--- src/rtl/stopwatch_pkg.sv ---
// rtl/stopwatch_pkg.sv - shared constants, FSM encoding and helpers for the stopwatch display path
package stopwatch_pkg;

  typedef enum logic [1:0] {
    ST_LOAD  = 2'd0,
    ST_SHIFT = 2'd1,
    ST_DONE  = 2'd2
  } conv_state_t;

  localparam int NUM_DIGITS = 4;
  localparam int BCD_ITER   = 10;
  localparam int SEC_MAX    = 999;

  // Active-low segments, bit order {g,f,e,d,c,b,a}
  localparam logic [6:0] SEG_0     = 7'h40;
  localparam logic [6:0] SEG_1     = 7'h79;
  localparam logic [6:0] SEG_2     = 7'h24;
  localparam logic [6:0] SEG_3     = 7'h30;
  localparam logic [6:0] SEG_4     = 7'h19;
  localparam logic [6:0] SEG_5     = 7'h12;
  localparam logic [6:0] SEG_6     = 7'h02;
  localparam logic [6:0] SEG_7     = 7'h78;
  localparam logic [6:0] SEG_8     = 7'h00;
  localparam logic [6:0] SEG_9     = 7'h10;
  localparam logic [6:0] SEG_BLANK = 7'h7F;

  function automatic logic [6:0] seg_of(input logic [3:0] digit);
    case (digit)
      4'd0:    return SEG_0;
      4'd1:    return SEG_1;
      4'd2:    return SEG_2;
      4'd3:    return SEG_3;
      4'd4:    return SEG_4;
      4'd5:    return SEG_5;
      4'd6:    return SEG_6;
      4'd7:    return SEG_7;
      4'd8:    return SEG_8;
      4'd9:    return SEG_9;
      default: return SEG_BLANK;
    endcase
  endfunction

  function automatic logic [3:0] add3(input logic [3:0] nib);
    return (nib >= 4'd5) ? nib + 4'd3 : nib;
  endfunction

endpackage

--- src/rtl/bin2bcd_seq.sv ---
// rtl/bin2bcd_seq.sv - free-running LOAD/SHIFT/DONE shift-add-3 converter, one result every 12 cycles
module bin2bcd_seq
  import stopwatch_pkg::*;
(
  input  logic       clk,
  input  logic       reset,
  input  logic [9:0] i_bin,
  input  logic [3:0] i_dec,
  output logic [3:0] o_h,
  output logic [3:0] o_t,
  output logic [3:0] o_u,
  output logic [3:0] o_d,
  output logic       o_ovf,
  output logic       o_bcd_valid
);

  conv_state_t r_state, w_next;
  logic [21:0] r_shift;
  logic [3:0]  r_iter;
  logic [3:0]  r_dec_s;
  logic        r_ovf_s;
  logic [3:0]  r_h, r_t, r_u, r_d;
  logic        r_ovf, r_bcd_valid;

  logic        w_over;
  logic [9:0]  w_bin_c;
  logic [3:0]  w_dec_c;
  logic [21:0] w_adj;

  assign w_over  = (i_bin > 10'(SEC_MAX));
  assign w_bin_c = w_over ? 10'(SEC_MAX) : i_bin;
  assign w_dec_c = (i_dec > 4'd9) ? 4'd9 : i_dec;
  assign w_adj   = {add3(r_shift[21:18]), add3(r_shift[17:14]), add3(r_shift[13:10]), r_shift[9:0]};

  always_ff @(posedge clk) begin
    if (reset) r_state <= ST_LOAD;
    else       r_state <= w_next;
  end

  always_comb begin
    w_next = r_state;
    case (r_state)
      ST_LOAD:  w_next = ST_SHIFT;
      ST_SHIFT: if (r_iter == 4'(BCD_ITER - 1)) w_next = ST_DONE;
      ST_DONE:  w_next = ST_LOAD;
      default:  w_next = ST_LOAD;
    endcase
  end

  always_ff @(posedge clk) begin
    if (reset) begin
      r_shift     <= '0;
      r_iter      <= '0;
      r_dec_s     <= '0;
      r_ovf_s     <= 1'b0;
      r_h         <= '0;
      r_t         <= '0;
      r_u         <= '0;
      r_d         <= '0;
      r_ovf       <= 1'b0;
      r_bcd_valid <= 1'b0;
    end else begin
      r_bcd_valid <= 1'b0;
      case (r_state)
        ST_LOAD: begin
          // Seconds and tenths are captured together so the display never tears
          r_shift <= {12'b0, w_bin_c};
          r_iter  <= '0;
          r_dec_s <= w_dec_c;
          r_ovf_s <= w_over;
        end
        ST_SHIFT: begin
          r_shift <= {w_adj[20:0], 1'b0};
          r_iter  <= r_iter + 4'd1;
        end
        ST_DONE: begin
          r_h         <= r_shift[21:18];
          r_t         <= r_shift[17:14];
          r_u         <= r_shift[13:10];
          r_d         <= r_dec_s;
          r_ovf       <= r_ovf_s;
          r_bcd_valid <= 1'b1;
        end
        default: ;
      endcase
    end
  end

  assign o_h         = r_h;
  assign o_t         = r_t;
  assign o_u         = r_u;
  assign o_d         = r_d;
  assign o_ovf       = r_ovf;
  assign o_bcd_valid = r_bcd_valid;

endmodule

--- src/rtl/display_mux.sv ---
// rtl/display_mux.sv - four-digit active-low 7-segment scanner showing "SSS.d" with leading-zero blanking
module display_mux
  import stopwatch_pkg::*;
#(
  parameter int SCAN_DIV = 4,
  parameter int BLANK_LZ = 1
) (
  input  logic                  clk,
  input  logic                  reset,
  input  logic [9:0]            cont_seg,
  input  logic [3:0]            cont_dec,
  output logic [6:0]            seg,
  output logic [NUM_DIGITS-1:0] an,
  output logic                  dp,
  output logic                  bcd_valid,
  output logic                  ovf
);

  localparam int SCW = (SCAN_DIV > 1) ? $clog2(SCAN_DIV) : 1;

  logic [3:0] w_h, w_t, w_u, w_d;
  logic [SCW-1:0] r_scan;
  logic [1:0]     r_idx;
  logic [6:0]     r_seg;
  logic [NUM_DIGITS-1:0] r_an;
  logic           r_dp;
  logic [3:0]     w_digit;
  logic           w_blank;

  bin2bcd_seq u_bin2bcd (
    .clk         (clk),
    .reset       (reset),
    .i_bin       (cont_seg),
    .i_dec       (cont_dec),
    .o_h         (w_h),
    .o_t         (w_t),
    .o_u         (w_u),
    .o_d         (w_d),
    .o_ovf       (ovf),
    .o_bcd_valid (bcd_valid)
  );

  always_ff @(posedge clk) begin
    if (reset) begin
      r_scan <= '0;
      r_idx  <= '0;
    end else if (r_scan == SCW'(SCAN_DIV - 1)) begin
      r_scan <= '0;
      r_idx  <= r_idx + 2'd1;
    end else begin
      r_scan <= r_scan + 1'b1;
    end
  end

  always_comb begin
    w_digit = w_d;
    w_blank = 1'b0;
    case (r_idx)
      2'd0: w_digit = w_d;
      2'd1: w_digit = w_u;
      2'd2: begin
        w_digit = w_t;
        w_blank = (BLANK_LZ != 0) && (w_h == 4'd0) && (w_t == 4'd0);
      end
      default: begin
        w_digit = w_h;
        w_blank = (BLANK_LZ != 0) && (w_h == 4'd0);
      end
    endcase
  end

  // Pin drivers are registered so the board sees glitch-free segment/anode changes
  always_ff @(posedge clk) begin
    if (reset) begin
      r_seg <= SEG_BLANK;
      r_an  <= '1;
      r_dp  <= 1'b1;
    end else begin
      r_seg <= w_blank ? SEG_BLANK : seg_of(w_digit);
      r_an  <= ~(NUM_DIGITS'(1) << r_idx);
      r_dp  <= (r_idx != 2'd1);
    end
  end

  assign seg = r_seg;
  assign an  = r_an;
  assign dp  = r_dp;

endmodule

--- config.mk ---
export PLATFORM = sky130hd
export DESIGN_NAME = display_mux
export DESIGN_NICKNAME = d
export VERILOG_FILES = /design/src/rtl/stopwatch_pkg.sv /design/src/rtl/bin2bcd_seq.sv /design/src/rtl/display_mux.sv
export SDC_FILE = /design/constraint.sdc
export NUM_CORES = 1
export LEC_CHECK = 0
export CAP_MARGIN = 20
export CORE_MARGIN = 2
export CORE_UTILIZATION = 50
export DETAILED_ROUTE_END_ITERATION = 8
export PLACE_DENSITY = 0.68
export SYNTH_ARGS = -nofsm -noshare
export SYNTH_HDL_FRONTEND = slang
export SYNTH_SLANG_ARGS = --single-unit
export TNS_END_PERCENT = 10
--- constraint.sdc ---
create_clock -name clk -period 2.4 [get_ports clk]
set_input_delay 0.48 -clock clk [delete_from_list [all_inputs] [get_ports clk]]
set_output_delay 0.48 -clock clk [all_outputs]
set_load 0.02 [all_outputs]
==> key figures <==
GRT
  – Gr busiest metal: met2
  – First-pass GRT wire length: roughly 9.7 mm
  – Met2 usage: approximately 32%
  – Gr ovfl total: 0
  – GRT met1 Usage: around 22%
  – Global Route Usage Sum: 19.0%
  – Number of global-route vias before repair: about 2200
  – Met3 Use GR: approximately 6.4%
  – Initial antenna violation count: 0
  – Largest net degree at the start of global routing: 60

Routing
  – DR WL/cell: roughly 12 um
  – Via count: approximately 2300
  – Antenna viol nets, final: 0
  – Via density: ~5.3
  – Final wirelength: 5.54 mm
  – Starting DRT DRC Count: 100
  – Router iterations before antenna repair: 4
  – DRC Markers: 0

Yosys
  – Post-Syn Instances: roughly 340
  – Post-synthesis sequential area ratio: 44.8%
  – Mapped Area: 0.00295 sq mm
  – Largest area contributor in the netlist: dfxtp_1
  – Syn_area_per_cell: between 8 and 9 sq um
  – Yosys warns: 0
  – Post-synthesis cell type count: 39
  – Synth Net Count: about 380
  – Commonest cells in the netlist: dfxtp_1, nand2_1, nor2_1
  – Main area contributors after synthesis: dfxtp_1, ha_1, a21oi_1, nand2_1, nor2_1
  – Post-synth EDFFs: 0
  – Post-synth ARST share: 0%
  – Most numerous cell in the Yosys netlist: dfxtp_1
  – Synth top area share: between 40 and 50%
  – Most used DFF post-synth: dfxtp_1
  – Seq cells post-synth: 66

STA
  – Achievable Freq: roughly 460 MHz
  – Final setup fails: 0
  – Final setup margin: 0.249 ns
  – Final hold vios: 0
  – Crit share post-route: about 90%
  – Setup TNS: 0 ns
  – Worst slew pin tran: 0.551 ns
  – Tmin final: between 2 and 2.5 ns
  – Worst hold margin: around 0.44 ns
  – Slew Limit Headroom: 62.2%
  – Clock Skew: 0.00846 ns
  – RSZ-0062 raised after global routing: no
  – Slew Viols, Final: 0

Pwr
  – Sequential share of power: 49.7%
  – Switching part of the total: about 22%
  – Clock Power Share: between 40 and 50%
  – Gate power share: 6.6%
  – Sw power: about 0.52 mW
  – Worst vdd rail ir drop: approximately 0.00046 V
  – P_leak: around 1.3 nW
  – Pwr Density: 659 mW/mm^2
  – Cell internal pwr: ~1.8 mW

Clock tree
  – # Post-CTS Setup Buffers: 0
  – CTS tree: yes
  – CTS Buffer Depth: 2
  – Clock tree root driver cell: clkbuf_8
  – Clock Pin Slew Worst Setup and Hold Paths: ~0.08 ns
  – Hold-fix buffers, CTS: 0
  – Worst skew pair latency: between 0.3 and 0.4 ns
  – Num CTS Buffers: 9
  – Clock sink total: between 60 and 70
  – Post-CTS sizing: 0
  – # H-tree levels: 3

Final layout
  – Nets@finish: 401
  – Antenna cells: 0
  – Area overhead of the layout relative to synthesis: 18.3%
  – # fillers: ~500
  – Layout cells sized above 1: 9.12%

Die
  – Area of the die: ~0.0065 sq mm
  – Cell Rows: 27
  – Initial Util: between 50 and 60%
  – Die H: ~81 um
  – Core area: 0.00561 sq mm
  – Io pins: 30
  – Die X: between 80 and 90 um

Critical path
  – Worst-path maximum fanout: 5
  – CP Class: flip-flop to flip-flop
  – Worst Path Required: around 2.6 ns
  – Crit path DAT: approximately 2.4 ns
  – CP startpoint kind: flip-flop
  – Critical Path End Type: flip-flop

Worst hold path
  – HP Class: flip-flop to flip-flop

Placement
  – Routability cong.: about 0.84
  – Setup slack at placement: ~0.22 ns
  – IO Port Bufs: 29
  – Post-DP HPWL: 3.75 mm

Outcome
  – Status: completed

Run
  – MaxCap Viol Count: 0
==> power by group through the flow <==
stage	Clock, mW	Combinational, mW	Sequential, mW
global route	1.08	0.171	1.15
finish	1.00	0.152	1.14
floorplan	0	0.0862	1.17
detailed placement	0	0.153	1.17
global placement	0	0.150	1.17
CTS	1.03	0.154	1.14
==> path summary, 6_finish.rpt <==
| check | startpoint | to | slack (ns) | cells after the start |
|---|---|---|---|---|
| worst max-delay path | r_idx[1]$_SDFFE_PP0P_ | seg[6]$_SDFF_PP1_ | 0.25 | 8 |
| worst min-delay path | r_scan[0]$_SDFF_PP0_ | r_scan[0]$_SDFF_PP0_ | 0.44 | 1 |
| worst max register to register | r_idx[1]$_SDFFE_PP0P_ | seg[6]$_SDFF_PP1_ | 0.25 | 8 |
| worst min register to register | r_scan[0]$_SDFF_PP0_ | r_scan[0]$_SDFF_PP0_ | 0.44 | 1 |
==> cell type report <==
cell class,count,area (sq um),share of cell area [%]
repair buffers,35,330,9.46
flip-flops and latches,66,1320,37.9
inverters,17,63.8,1.83
multi-input cells,239,1470,42.0
clock inverters,7,93.8,2.69
clock buffers,9,124,3.55
well taps,72,90.1,2.58
==> metrics by stage <==
| step | std cells | area, sq um | power, mW | util, % |
|---|---|---|---|---|
| 6_report | 445 | 3490 | 2.30 | 62.3 |
| 5_1_grt | 445 | 3490 | 2.40 | 62.3 |
| 4_1_cts | 444 | 3480 | 2.33 | 62.1 |
| 3_5_place_dp | 428 | 3270 | 1.32 | 58.2 |
| 3_3_place_gp | 428 | 3270 | 1.32 | 58.2 |
| 2_1_floorplan | 342 | 2950 | 1.26 | - |
==> layer usage <==
metal	share of wire [%]	vias to the layer above
met3	4.9	9
met4	1.3	0
met1	47	1068
met2	46	51
met5	0	-
li1	-	1212
==> cells in the final DEF (no fill, tap or decap), types with 2 or more instances in the layout <==
cell type and n:
o21ai_0 12, o211ai_1 2, clkinv_2 2, nor4_1 2
a222oi_1 4, nor2_1 42, nand3b_1 3, nor3b_1 2
xnor2_1 7, nor2b_1 2, nand3_1 3, a21o_1 2
inv_1 17, bufinv_16 2, nor3_1 7, ha_1 17
nand2b_1 7, buf_4 6, mux2_2 4, clkinvlp_4 2
a21oi_1 39, nand2_1 47, a22oi_1 8, clkbuf_8 9
mux2i_1 13, a221oi_1 2, dfxtp_1 65, clkdlybuf4s50_1 28
a32oi_1 2
==> flip-flops by register name, indices dropped and copies added (netlist names) <==
signal                 cells
an                         4
r_idx                      2
r_scan                     2
seg                        7
u_bin2bcd.o_bcd_valid      1
u_bin2bcd.o_d              4
u_bin2bcd.o_h              4
u_bin2bcd.o_ovf            1
u_bin2bcd.o_t              4
u_bin2bcd.o_u              4
u_bin2bcd.r_dec_s          4
u_bin2bcd.r_iter           4
u_bin2bcd.r_ovf_s          1
u_bin2bcd.r_shift         22
u_bin2bcd.r_state          2
==> logic make-up after synthesis <==
group | share of synthesized area, %
AO/OA/AOI/OAI | 15.8
adder cells (fa/ha/maj) | 7.21
flip-flops | 44.8
AND/OR/NAND/NOR | 17.9
multiplexers | 6.40
buffers and inverters | 5.51
XOR/XNOR | 2.37
==> worst max-delay path, cell delays in order, from the launching register on <==
cell	delay, ns
dfxtp_1	0.40
inv_1	0.10
ha_1	0.24
a222oi_1	0.41
mux2_2	0.27
inv_1	0.08
ha_1	0.20
nor3b_1	0.22
o21ai_0	0.12
Power figures use the tool's default switching activity.
